<file path="config.mk">
export PLATFORM = sky130hd
export DESIGN_NAME = disp_src_sched
export DESIGN_NICKNAME = d
export VERILOG_FILES = /design/src/rtl/disp_src_sched_pkg.sv /design/src/rtl/disp_src_sched_field_wrap_inc.sv /design/src/rtl/disp_src_sched.sv
export SDC_FILE = /design/constraint.sdc
export NUM_CORES = 1
export LEC_CHECK = 0
export CAP_MARGIN = 10
export CORE_UTILIZATION = 35
export DETAILED_ROUTE_END_ITERATION = 10
export GPL_TIMING_DRIVEN = 0
export PLACE_DENSITY = 0.59
export SYNTH_ARGS = -nofsm -noshare
export SYNTH_HDL_FRONTEND = slang
export SYNTH_SLANG_ARGS = --single-unit
</file>
<file path="constraint.sdc">
create_clock -name clk1000 -period 8 [get_ports clk1000]
set_input_delay 2 -clock clk1000 [delete_from_list [all_inputs] [get_ports clk1000]]
set_output_delay 2 -clock clk1000 [all_outputs]
set_load 0.01 [all_outputs]
</file>
<file path="src/rtl/disp_src_sched_pkg.sv">
// Shared definitions for the display-source scheduler: FSM state encoding,
// field codes, field limits and {HH,MM,SS} slice positions.
package disp_src_sched_pkg;

    typedef enum logic [2:0] {
        ST_SHOW_TIME  = 3'd0,
        ST_SHOW_ALARM = 3'd1,
        ST_SHOW_SW    = 3'd2,
        ST_SET_H      = 3'd3,
        ST_SET_M      = 3'd4,
        ST_SET_S      = 3'd5
    } state_t;

    localparam logic [1:0] FLD_NONE = 2'd0;
    localparam logic [1:0] FLD_HH   = 2'd1;
    localparam logic [1:0] FLD_MM   = 2'd2;
    localparam logic [1:0] FLD_SS   = 2'd3;

    localparam logic [7:0] HH_MAX = 8'd23;
    localparam logic [7:0] MS_MAX = 8'd59;

    localparam int HH_LSB = 16;
    localparam int MM_LSB = 8;
    localparam int SS_LSB = 0;

    function automatic logic is_set(input state_t s);
        return (s == ST_SET_H) || (s == ST_SET_M) || (s == ST_SET_S);
    endfunction

endpackage

</file>
<file path="src/rtl/disp_src_sched_field_wrap_inc.sv">
// Wrapping increment of one 8-bit time field.
//  val  in  8  current field value (may be out of range)
//  max  in  8  highest legal value (23 for hours, 59 for minutes/seconds)
//  nxt  out 8  val+1, or 0 once val has reached or passed max
module field_wrap_inc (
    input  logic [7:0] val,
    input  logic [7:0] max,
    output logic [7:0] nxt
);

    // ">=" rather than "==" so a field that arrived out of range wraps to 0.
    assign nxt = (val >= max) ? 8'd0 : val + 8'd1;

endmodule

</file>
<file path="src/rtl/disp_src_sched.sv">
// Display-source scheduler and time-set controller for the HH:MM:SS scanner.
// Chooses which {HH,MM,SS} word drives the scanner, runs the button-driven
// set sequence and issues a single commit strobe to the clock or alarm.
//  clk1000    in   1 kHz clock
//  rst        in   async active-low reset
//  time_bus   in   live clock word
//  alarm_bus  in   stored alarm word
//  sw_bus     in   stopwatch word
//  alarm_ring in   alarm sounding (level)
//  btn_mode   in   pulse: next view / abort edit
//  btn_sel    in   pulse: enter edit / next field / commit
//  btn_inc    in   pulse: increment edited field
//  bus        out  registered word to scanner
//  set_load   out  one-cycle commit strobe
//  set_tgt    out  0 clock, 1 alarm
//  set_val    out  committed word
//  field      out  0 none, 1 HH, 2 MM, 3 SS
//  blink      out  edit blink indicator
module disp_src_sched
    import disp_src_sched_pkg::*;
#(
    parameter int IDLE_MS  = 10000,
    parameter int BLINK_MS = 250
) (
    input  logic        clk1000,
    input  logic        rst,
    input  logic [23:0] time_bus,
    input  logic [23:0] alarm_bus,
    input  logic [23:0] sw_bus,
    input  logic        alarm_ring,
    input  logic        btn_mode,
    input  logic        btn_sel,
    input  logic        btn_inc,
    output logic [23:0] bus,
    output logic        set_load,
    output logic        set_tgt,
    output logic [23:0] set_val,
    output logic [1:0]  field,
    output logic        blink
);

    localparam int IW = $clog2(IDLE_MS);
    localparam int BW = (BLINK_MS > 1) ? $clog2(BLINK_MS) : 1;
    localparam logic [IW-1:0] IDLE_LAST  = IW'(IDLE_MS - 1);
    localparam logic [BW-1:0] BLINK_LAST = BW'(BLINK_MS - 1);

    state_t        state, state_nx;
    logic          origin;       // 0 edit came from clock, 1 from alarm
    logic [23:0]   edit;
    logic [IW-1:0] idle_cnt;
    logic [BW-1:0] blink_cnt;

    logic          any_btn, timeout;
    logic          cap_time, cap_alarm, commit, do_inc;
    logic [7:0]    inc_val, inc_max, inc_nxt;
    state_t        origin_view;

    assign any_btn     = btn_mode | btn_sel | btn_inc;
    // A pulse in the same cycle clears the counter, so it outranks the timeout.
    assign timeout     = (idle_cnt == IDLE_LAST) && !any_btn;
    assign origin_view = origin ? ST_SHOW_ALARM : ST_SHOW_TIME;

    always_ff @(posedge clk1000 or negedge rst) begin
        if (!rst) state <= ST_SHOW_TIME;
        else      state <= state_nx;
    end

    // Button priority mode > sel > inc falls out of the if/else ordering.
    always_comb begin
        state_nx  = state;
        cap_time  = 1'b0;
        cap_alarm = 1'b0;
        commit    = 1'b0;
        do_inc    = 1'b0;
        case (state)
            ST_SHOW_TIME: begin
                if (btn_mode) state_nx = ST_SHOW_ALARM;
                else if (btn_sel) begin
                    state_nx = ST_SET_H;
                    cap_time = 1'b1;
                end
            end
            ST_SHOW_ALARM: begin
                if (btn_mode) state_nx = ST_SHOW_SW;
                else if (btn_sel) begin
                    state_nx  = ST_SET_H;
                    cap_alarm = 1'b1;
                end
                else if (timeout) state_nx = ST_SHOW_TIME;
            end
            ST_SHOW_SW: begin
                if (btn_mode || timeout) state_nx = ST_SHOW_TIME;
            end
            ST_SET_H, ST_SET_M, ST_SET_S: begin
                if (btn_mode) state_nx = origin_view;
                else if (btn_sel) begin
                    if (state == ST_SET_H)      state_nx = ST_SET_M;
                    else if (state == ST_SET_M) state_nx = ST_SET_S;
                    else begin
                        state_nx = origin_view;
                        commit   = 1'b1;
                    end
                end
                else if (btn_inc) do_inc = 1'b1;
                else if (timeout) state_nx = origin_view;
            end
            default: state_nx = ST_SHOW_TIME;
        endcase
    end

    // Single shared incrementer, steered to the field under edit.
    always_comb begin
        inc_val = edit[SS_LSB +: 8];
        inc_max = MS_MAX;
        case (state)
            ST_SET_H: begin
                inc_val = edit[HH_LSB +: 8];
                inc_max = HH_MAX;
            end
            ST_SET_M: inc_val = edit[MM_LSB +: 8];
            default:  inc_val = edit[SS_LSB +: 8];
        endcase
    end

    field_wrap_inc u_inc (
        .val (inc_val),
        .max (inc_max),
        .nxt (inc_nxt)
    );

    always_ff @(posedge clk1000 or negedge rst) begin
        if (!rst) begin
            edit     <= '0;
            origin   <= 1'b0;
            set_tgt  <= 1'b0;
            set_load <= 1'b0;
            set_val  <= '0;
        end else begin
            set_load <= commit;
            if (commit) set_val <= edit;
            if (cap_time) begin
                edit    <= time_bus;
                origin  <= 1'b0;
                set_tgt <= 1'b0;
            end else if (cap_alarm) begin
                edit    <= alarm_bus;
                origin  <= 1'b1;
                set_tgt <= 1'b1;
            end else if (do_inc) begin
                case (state)
                    ST_SET_H: edit[HH_LSB +: 8] <= inc_nxt;
                    ST_SET_M: edit[MM_LSB +: 8] <= inc_nxt;
                    default:  edit[SS_LSB +: 8] <= inc_nxt;
                endcase
            end
        end
    end

    // Idle counter saturates at IDLE_LAST; any pulse or state change restarts it.
    always_ff @(posedge clk1000 or negedge rst) begin
        if (!rst)                               idle_cnt <= '0;
        else if (any_btn || state_nx != state)  idle_cnt <= '0;
        else if (idle_cnt != IDLE_LAST)         idle_cnt <= idle_cnt + 1'b1;
    end

    // Blink runs only while both the current and next state are edit states,
    // so it restarts on entry and never shows 1 on the cycle after leaving.
    always_ff @(posedge clk1000 or negedge rst) begin
        if (!rst) begin
            blink_cnt <= '0;
            blink     <= 1'b0;
        end else if (!is_set(state) || !is_set(state_nx)) begin
            blink_cnt <= '0;
            blink     <= 1'b0;
        end else if (blink_cnt == BLINK_LAST) begin
            blink_cnt <= '0;
            blink     <= ~blink;
        end else begin
            blink_cnt <= blink_cnt + 1'b1;
        end
    end

    // Source select is registered off the current state; the ring override
    // applies only to the home view, never to an edit in progress.
    always_ff @(posedge clk1000 or negedge rst) begin
        if (!rst) bus <= '0;
        else begin
            case (state)
                ST_SHOW_TIME:  bus <= alarm_ring ? alarm_bus : time_bus;
                ST_SHOW_ALARM: bus <= alarm_bus;
                ST_SHOW_SW:    bus <= sw_bus;
                default:       bus <= edit;
            endcase
        end
    end

    always_comb begin
        field = FLD_NONE;
        case (state)
            ST_SET_H: field = FLD_HH;
            ST_SET_M: field = FLD_MM;
            ST_SET_S: field = FLD_SS;
            default:  field = FLD_NONE;
        endcase
    end

endmodule

</file>
Word level (Yosys, flattened, before mapping)
Cells that the tools add are included.
{"block": "op_classes", "add_sub_neg": 3, "order_cmp": 1, "n_eq_ne": 13, "muxes": 47, "bitwise_logic": 3, "reduce_logical": 23}
{"operator": "$mux W24", "count": 4}
{"operator": "$pmux W24 S3", "count": 1}
{"operator": "$mux W8", "count": 6}
{"operator": "$mux W3", "count": 12}
{"operator": "$mux W14", "count": 2}
{"operator": "$mux W1", "count": 18}
{"operator": "$add A8 B1 Y8 const B", "count": 2}
{"operator": "$pmux W8 S2", "count": 1}
{"operator": "$add A14 B1 Y14 const B", "count": 1}
{"operator": "$eq A14 B14 Y1 const B", "count": 1}
{"operator": "$ne A14 B14 Y1 const B", "count": 1}
{"operator": "$eq A3 B3 Y1 const B", "count": 4}
{"operator": "$pmux W3 S4", "count": 1}
{"operator": "$eq A3 B2 Y1 const B", "count": 3}
{"operator": "$reduce_bool A3 Y1", "count": 3}
{"operator": "$eq A8 B8 Y1 const B", "count": 1}
{"operator": "$ge A8 B6 Y1", "count": 1}
{"operator": "$logic_or A1 B1 Y1", "count": 7}
{"operator": "$mux W6", "count": 1}
{"operator": "$pmux W2 S3", "count": 1}
{"operator": "$reduce_and A2 Y1", "count": 3}
{"operator": "$reduce_bool A2 Y1", "count": 3}
{"operator": "$eq A3 B1 Y1 const B", "count": 1}
{"operator": "$logic_not A1 Y1", "count": 3}
{"operator": "8 further kinds", "count": 9}
{"block": "totals", "reg_bits": 100, "in_bits": 78, "out_inout_bits": 53, "elab_cells": 101}

Longest topological paths before layout
Gate-level depths: netlist (run 1).
{"block": "depth", "ltp_word": 15, "depth_mapped": 14, "depth_no_buf": 13}

Modules after synthesis
From an unflattened synthesis (run 1), not the netlist that was laid out.
{"block": "hier_totals", "hier_cells": 628, "area_unflattened_um2": 5915.7}
{"mod": "disp_src_sched", "n_inst": 1, "cells_each": 576, "area_each_um2": 5546.6, "seq_area_each_um2": 2502.4}
{"mod": "field_wrap_inc", "n_inst": 1, "cells_each": 52, "area_each_um2": 369.1, "seq_area_each_um2": 0.0}

Worst setup path after synthesis (run 1)
Ideal clock, no wire load.
{"block": "synth_timing", "kind": "register to output", "from": "reg state[0]", "to": "out field[0]", "arrival_ns": 1.518, "required_time_ns": 6.000, "setup_slack_ns": 4.482, "stages_incl_launch_ff": 6, "path_buffers": 4, "cell_sequence": "dfrtp_1 -> buf_2 -> buf_2 -> buf_2 -> clkbuf_1 -> a21boi_0"}
{"block": "synth_via", "elab_chain_cells": 2, "word_cells_on_any_way": 4, "cone_classes": "eq/ne (3); mux (1)"}
{"element": "from (decl)", "line": "disp_src_sched.sv:47", "text": "state_t state, state_nx;"}
{"element": "from (signal assigned)", "line": "disp_src_sched.sv:65", "text": "else state <= state_nx;"}
{"element": "$eq A3 B3 Y1 / $eq A3 B2 Y1 (equally long branches)", "line": "disp_src_sched.sv:199", "text": "case (state)"}
{"element": "$pmux W2 S3 *", "line": "disp_src_sched.sv:199"}
{"element": "to (decl)", "line": "disp_src_sched.sv:38", "text": "output logic [1:0] field,"}
Every way passes the cells marked *; elsewhere a longest branch is shown, timed or not.

Worst setup path after layout (run 1)
Same ends and word-level chain as after synthesis.

==> results.txt, run 1 <==
outcome: finished with violations
failing checks: DRC
Netlist cell types: 63
cells after synthesis: 533
crit-path max FO: 10
EDFF count, synth: 0
largest net degree at the start of global routing: 52
total of max-cap violations: 0
Commonest cells post-synth: dfrtp_1 (100), nor2_1 (65), a21oi_1 (55), o21ai_0 (28), clkbuf_1 (25)
critical path type: register to primary output
main combinational cell family by area after synthesis: compound AO/OA/AOI/OAI gates
total power: 2.40 mW
Hold Buf Count CTS: 0
total gr overflow: 0
Total GRT Usage: 22.8%
pwr/cell area: 335 nW/um^2
post-route cell area: 7160 um^2
Final TNS setup: 0 ps
number of setup buffers added after CTS: 0
crit path DAT: 2840 ps
type of the worst min-delay path: register to register
global-route wire length before repair: 27400 um
Post-synth ARST share: 100%
clk buf depth: 2
Remaining DRCs: 20
fmax: 207 MHz
Post-Synth Simple-Gate Area: 15.6%
endpoint class of the critical path: primary output
Worst-Skew Late Latency: 350 ps
first-pass iteration count of the detailed router: 10
final worst-path cycle share: 60.4%
TritonCTS buffer count: 9
detailed-route vias per instance: 5.74
Min Hold Slack: 502 ps
unrepaired setup endpoints after global routing: no
Placement Cell Area: 6850 um^2
ANT cells: 0
Die H: 125 um
WL/cell: 20.0 um
slew at the pin with the worst max-slew slack: 1180 ps
Resize count post-CTS: 0
min cycle time layout: 4840 ps
Routed Antenna Nets: 0
most frequent cell after synthesis: dfrtp_1
post-synthesis adder-cell area fraction: 1.66%
register area share after synthesis: 47.3%
CP startpoint kind: register
post-synthesis xor/xnor area fraction: 3.48%
RePlAce Congestion: 0.961
Syn Std Cell Area: 5290 um^2
metal3 WL: 1490 um
VDD IR max: 145 uV
most frequent CP cell: buf_2
Top Layer Used: met4
vias post-DR: 4967
Mean Syn Cell Area: 9.92 um^2
setup skew after layout: 8.14 ps
share of Yosys cell area claimed by the top area cell type: 47.3%
Chip Width: 125 um
Cell Chain, Critical Path: buf_2 > buf_2 > buf_2 > clkbuf_1 > a21boi_0 > clkdlybuf4s50_1
share of layout cells above drive strength 1: 12.5%
met2 wire length: 7540 um
Initial Util: 36.1%
area fraction in compound gates after synthesis: 22.5%
Pins Over Slew Limit: 0
CP max stage cell: clkdlybuf4s50_1
H-tree levels: 3
I/O Buffers: 130
Detailed Route Iter0 Violations: 549
synth top area cells: dfrtp_1 (47%), a21oi_1 (5.2%), mux2_2 (5.1%)
detailed placement HPWL: 12700 um
DIE AREA: 15600 um^2
Core Region: 14600 um^2
slowest stage delay, CP: 580 ps
Leak: 2.90 nW
worst path required time: 6000 ps
clk sinks: 100
vias in the first global route: 4842
met1 WL: 7910 um
final wirelength: 17300 um
CTS root buffer: clkbuf_16
post-synthesis mux area share: 5.49%
Worst-path clk slew: 70 ps
antenna violations before repair: 0
Synth area leader: dfrtp_1
max_slew headroom: 20.7%
IO Pins: 131
Rows: 44
Final Setup Violations: 0
final net count: 761
Yosys reg bits: 100
hold violation count in the final report: 0
Layout area overhead: 35.4%
syn_nets: 618
CTS tree: done
dominant synthesized flop cell: dfrtp_1
Synthesis Warnings: 0
fillers: 1352
==> power breakdown <==
| part | total [mW] | leakage [nW] | internal, mW | switching, mW |
|---|---|---|---|---|
| registers | 0.795 | 1.31 | 0.662 | 0.133 |
| logic | 1.15 | 1.45 | 0.520 | 0.632 |
| clock network | 0.453 | 0.149 | 0.253 | 0.200 |
==> through the flow <==
step | cells | utilization [%] | setup slack, ps
final | 865 | 48.9 | 3160
after global routing | 865 | 48.9 | 2990
after detailed placement | 849 | 46.8 | 3330
after global placement | 847 | 46.6 | 1180
after CTS | 865 | 48.9 | 3140
after floorplan | 533 | - | 4480
==> cell type report <==
class / instances / area [um^2] / area share [%]
buffer: 34 / 150 / 2.10
clock buffer: 10 / 239 / 3.34
clock inverter: 6 / 68.8 / 0.961
inverter: 14 / 55.1 / 0.769
multi-input combinational: 385 / 2580 / 36.0
sequential: 100 / 2500 / 34.9
tap: 184 / 230 / 3.22
timing repair buffer: 132 / 1330 / 18.6
==> path summary, 6_finish.rpt <==
check / startpoint / end / slack, ps / cells past startpoint
worst min register to register: blink_cnt[0]$_DFF_PN0_ / blink_cnt[0]$_DFF_PN0_ / 500 / 1
worst max-delay path: state[0]$_DFF_PN0_ / field[0] / 3160 / 6
worst min-delay path: blink_cnt[0]$_DFF_PN0_ / blink_cnt[0]$_DFF_PN0_ / 500 / 1
max in group asynchronous: rst / edit[9]$_DFFE_PN0P_ / 5630 / 2
min in group asynchronous: rst / blink_cnt[3]$_DFF_PN0_ / 1680 / 1
worst max register to register: state[2]$_DFF_PN0_ / edit[22]$_DFFE_PN0P_ / 4770 / 14
==> cells in the final DEF, fill, tap and decap left out, types with 7 or more instances in the layout <==
| cell type | count |
|---|---|
| clkdlybuf4s50_1 | 129 |
| dfrtp_1 | 100 |
| nor2_1 | 65 |
| a21oi_1 | 55 |
| o21ai_0 | 28 |
| clkbuf_1 | 25 |
| mux2_2 | 24 |
| a222oi_1 | 23 |
| nand2_1 | 22 |
| o22ai_1 | 15 |
| inv_1 | 12 |
| nand3_1 | 12 |
| xor2_1 | 11 |
| a31oi_1 | 11 |
| xnor2_1 | 10 |
| nor2_2 | 10 |
| nor3b_1 | 9 |
| clkbuf_16 | 9 |
| nand2b_1 | 7 |
| ha_1 | 7 |
==> state kept, by name, summed over array words and instances (netlist names) <==
| register | cells |
|---|---|
| blink_cnt | 8 |
| set_load | 1 |
| blink | 1 |
| origin | 1 |
| set_val | 24 |
| idle_cnt | 14 |
| bus | 24 |
| state | 3 |
| edit | 24 |
==> logic make-up (layout without fill, tap and decap cells) <==
kind of cell	Yosys count	after routing
AOI/OAI and AO/OA	172	172
xor gates and xnor gates	21	21
adders and majority gates	7	7
buffers and inverters	48	196
DFF	100	100
muxes	26	26
and+or+nand+nor	159	159
==> critical path, delay by kind of cell (launching register included) <==
| kind | cells | cell delay, ps |
|---|---|---|
| buffers and inverters | 5 | 1790 |
| flip-flops | 1 | 410 |
| AO/OA/AOI/OAI | 1 | 280 |
==> per-layer routing <==
metal | GRT usage [%] | vias to the layer above
li1 | - | 2274
met1 | 32.8 | 2406
met2 | 33.8 | 264
met3 | 4.30 | 23
met4 | 9.04 | 0
met5 | 0 | -
No activity file was read; power rests on OpenSTA's default activity.
==> inputs of run 2 (changes only) <==
==> constraint.sdc (replaced) <==
create_clock -name clk1000 -period 4.9 [get_ports clk1000]
set_input_delay 1.225 -clock clk1000 [delete_from_list [all_inputs] [get_ports clk1000]]
set_output_delay 1.225 -clock clk1000 [all_outputs]
set_load 0.01 [all_outputs]
==> results of run 2 <==
The final DEF is identical to that of run 1. Status: finished with violations: DRC.
Main changes from that run: setup slack after placement 3330 ps -> 1000 ps; setup slack after layout 3160 ps -> 839 ps; register-to-register setup slack 4770 ps -> 1670 ps; total power 2.40 mW -> 3.92 mW; worst IR drop on VDD 145 uV -> 237 uV
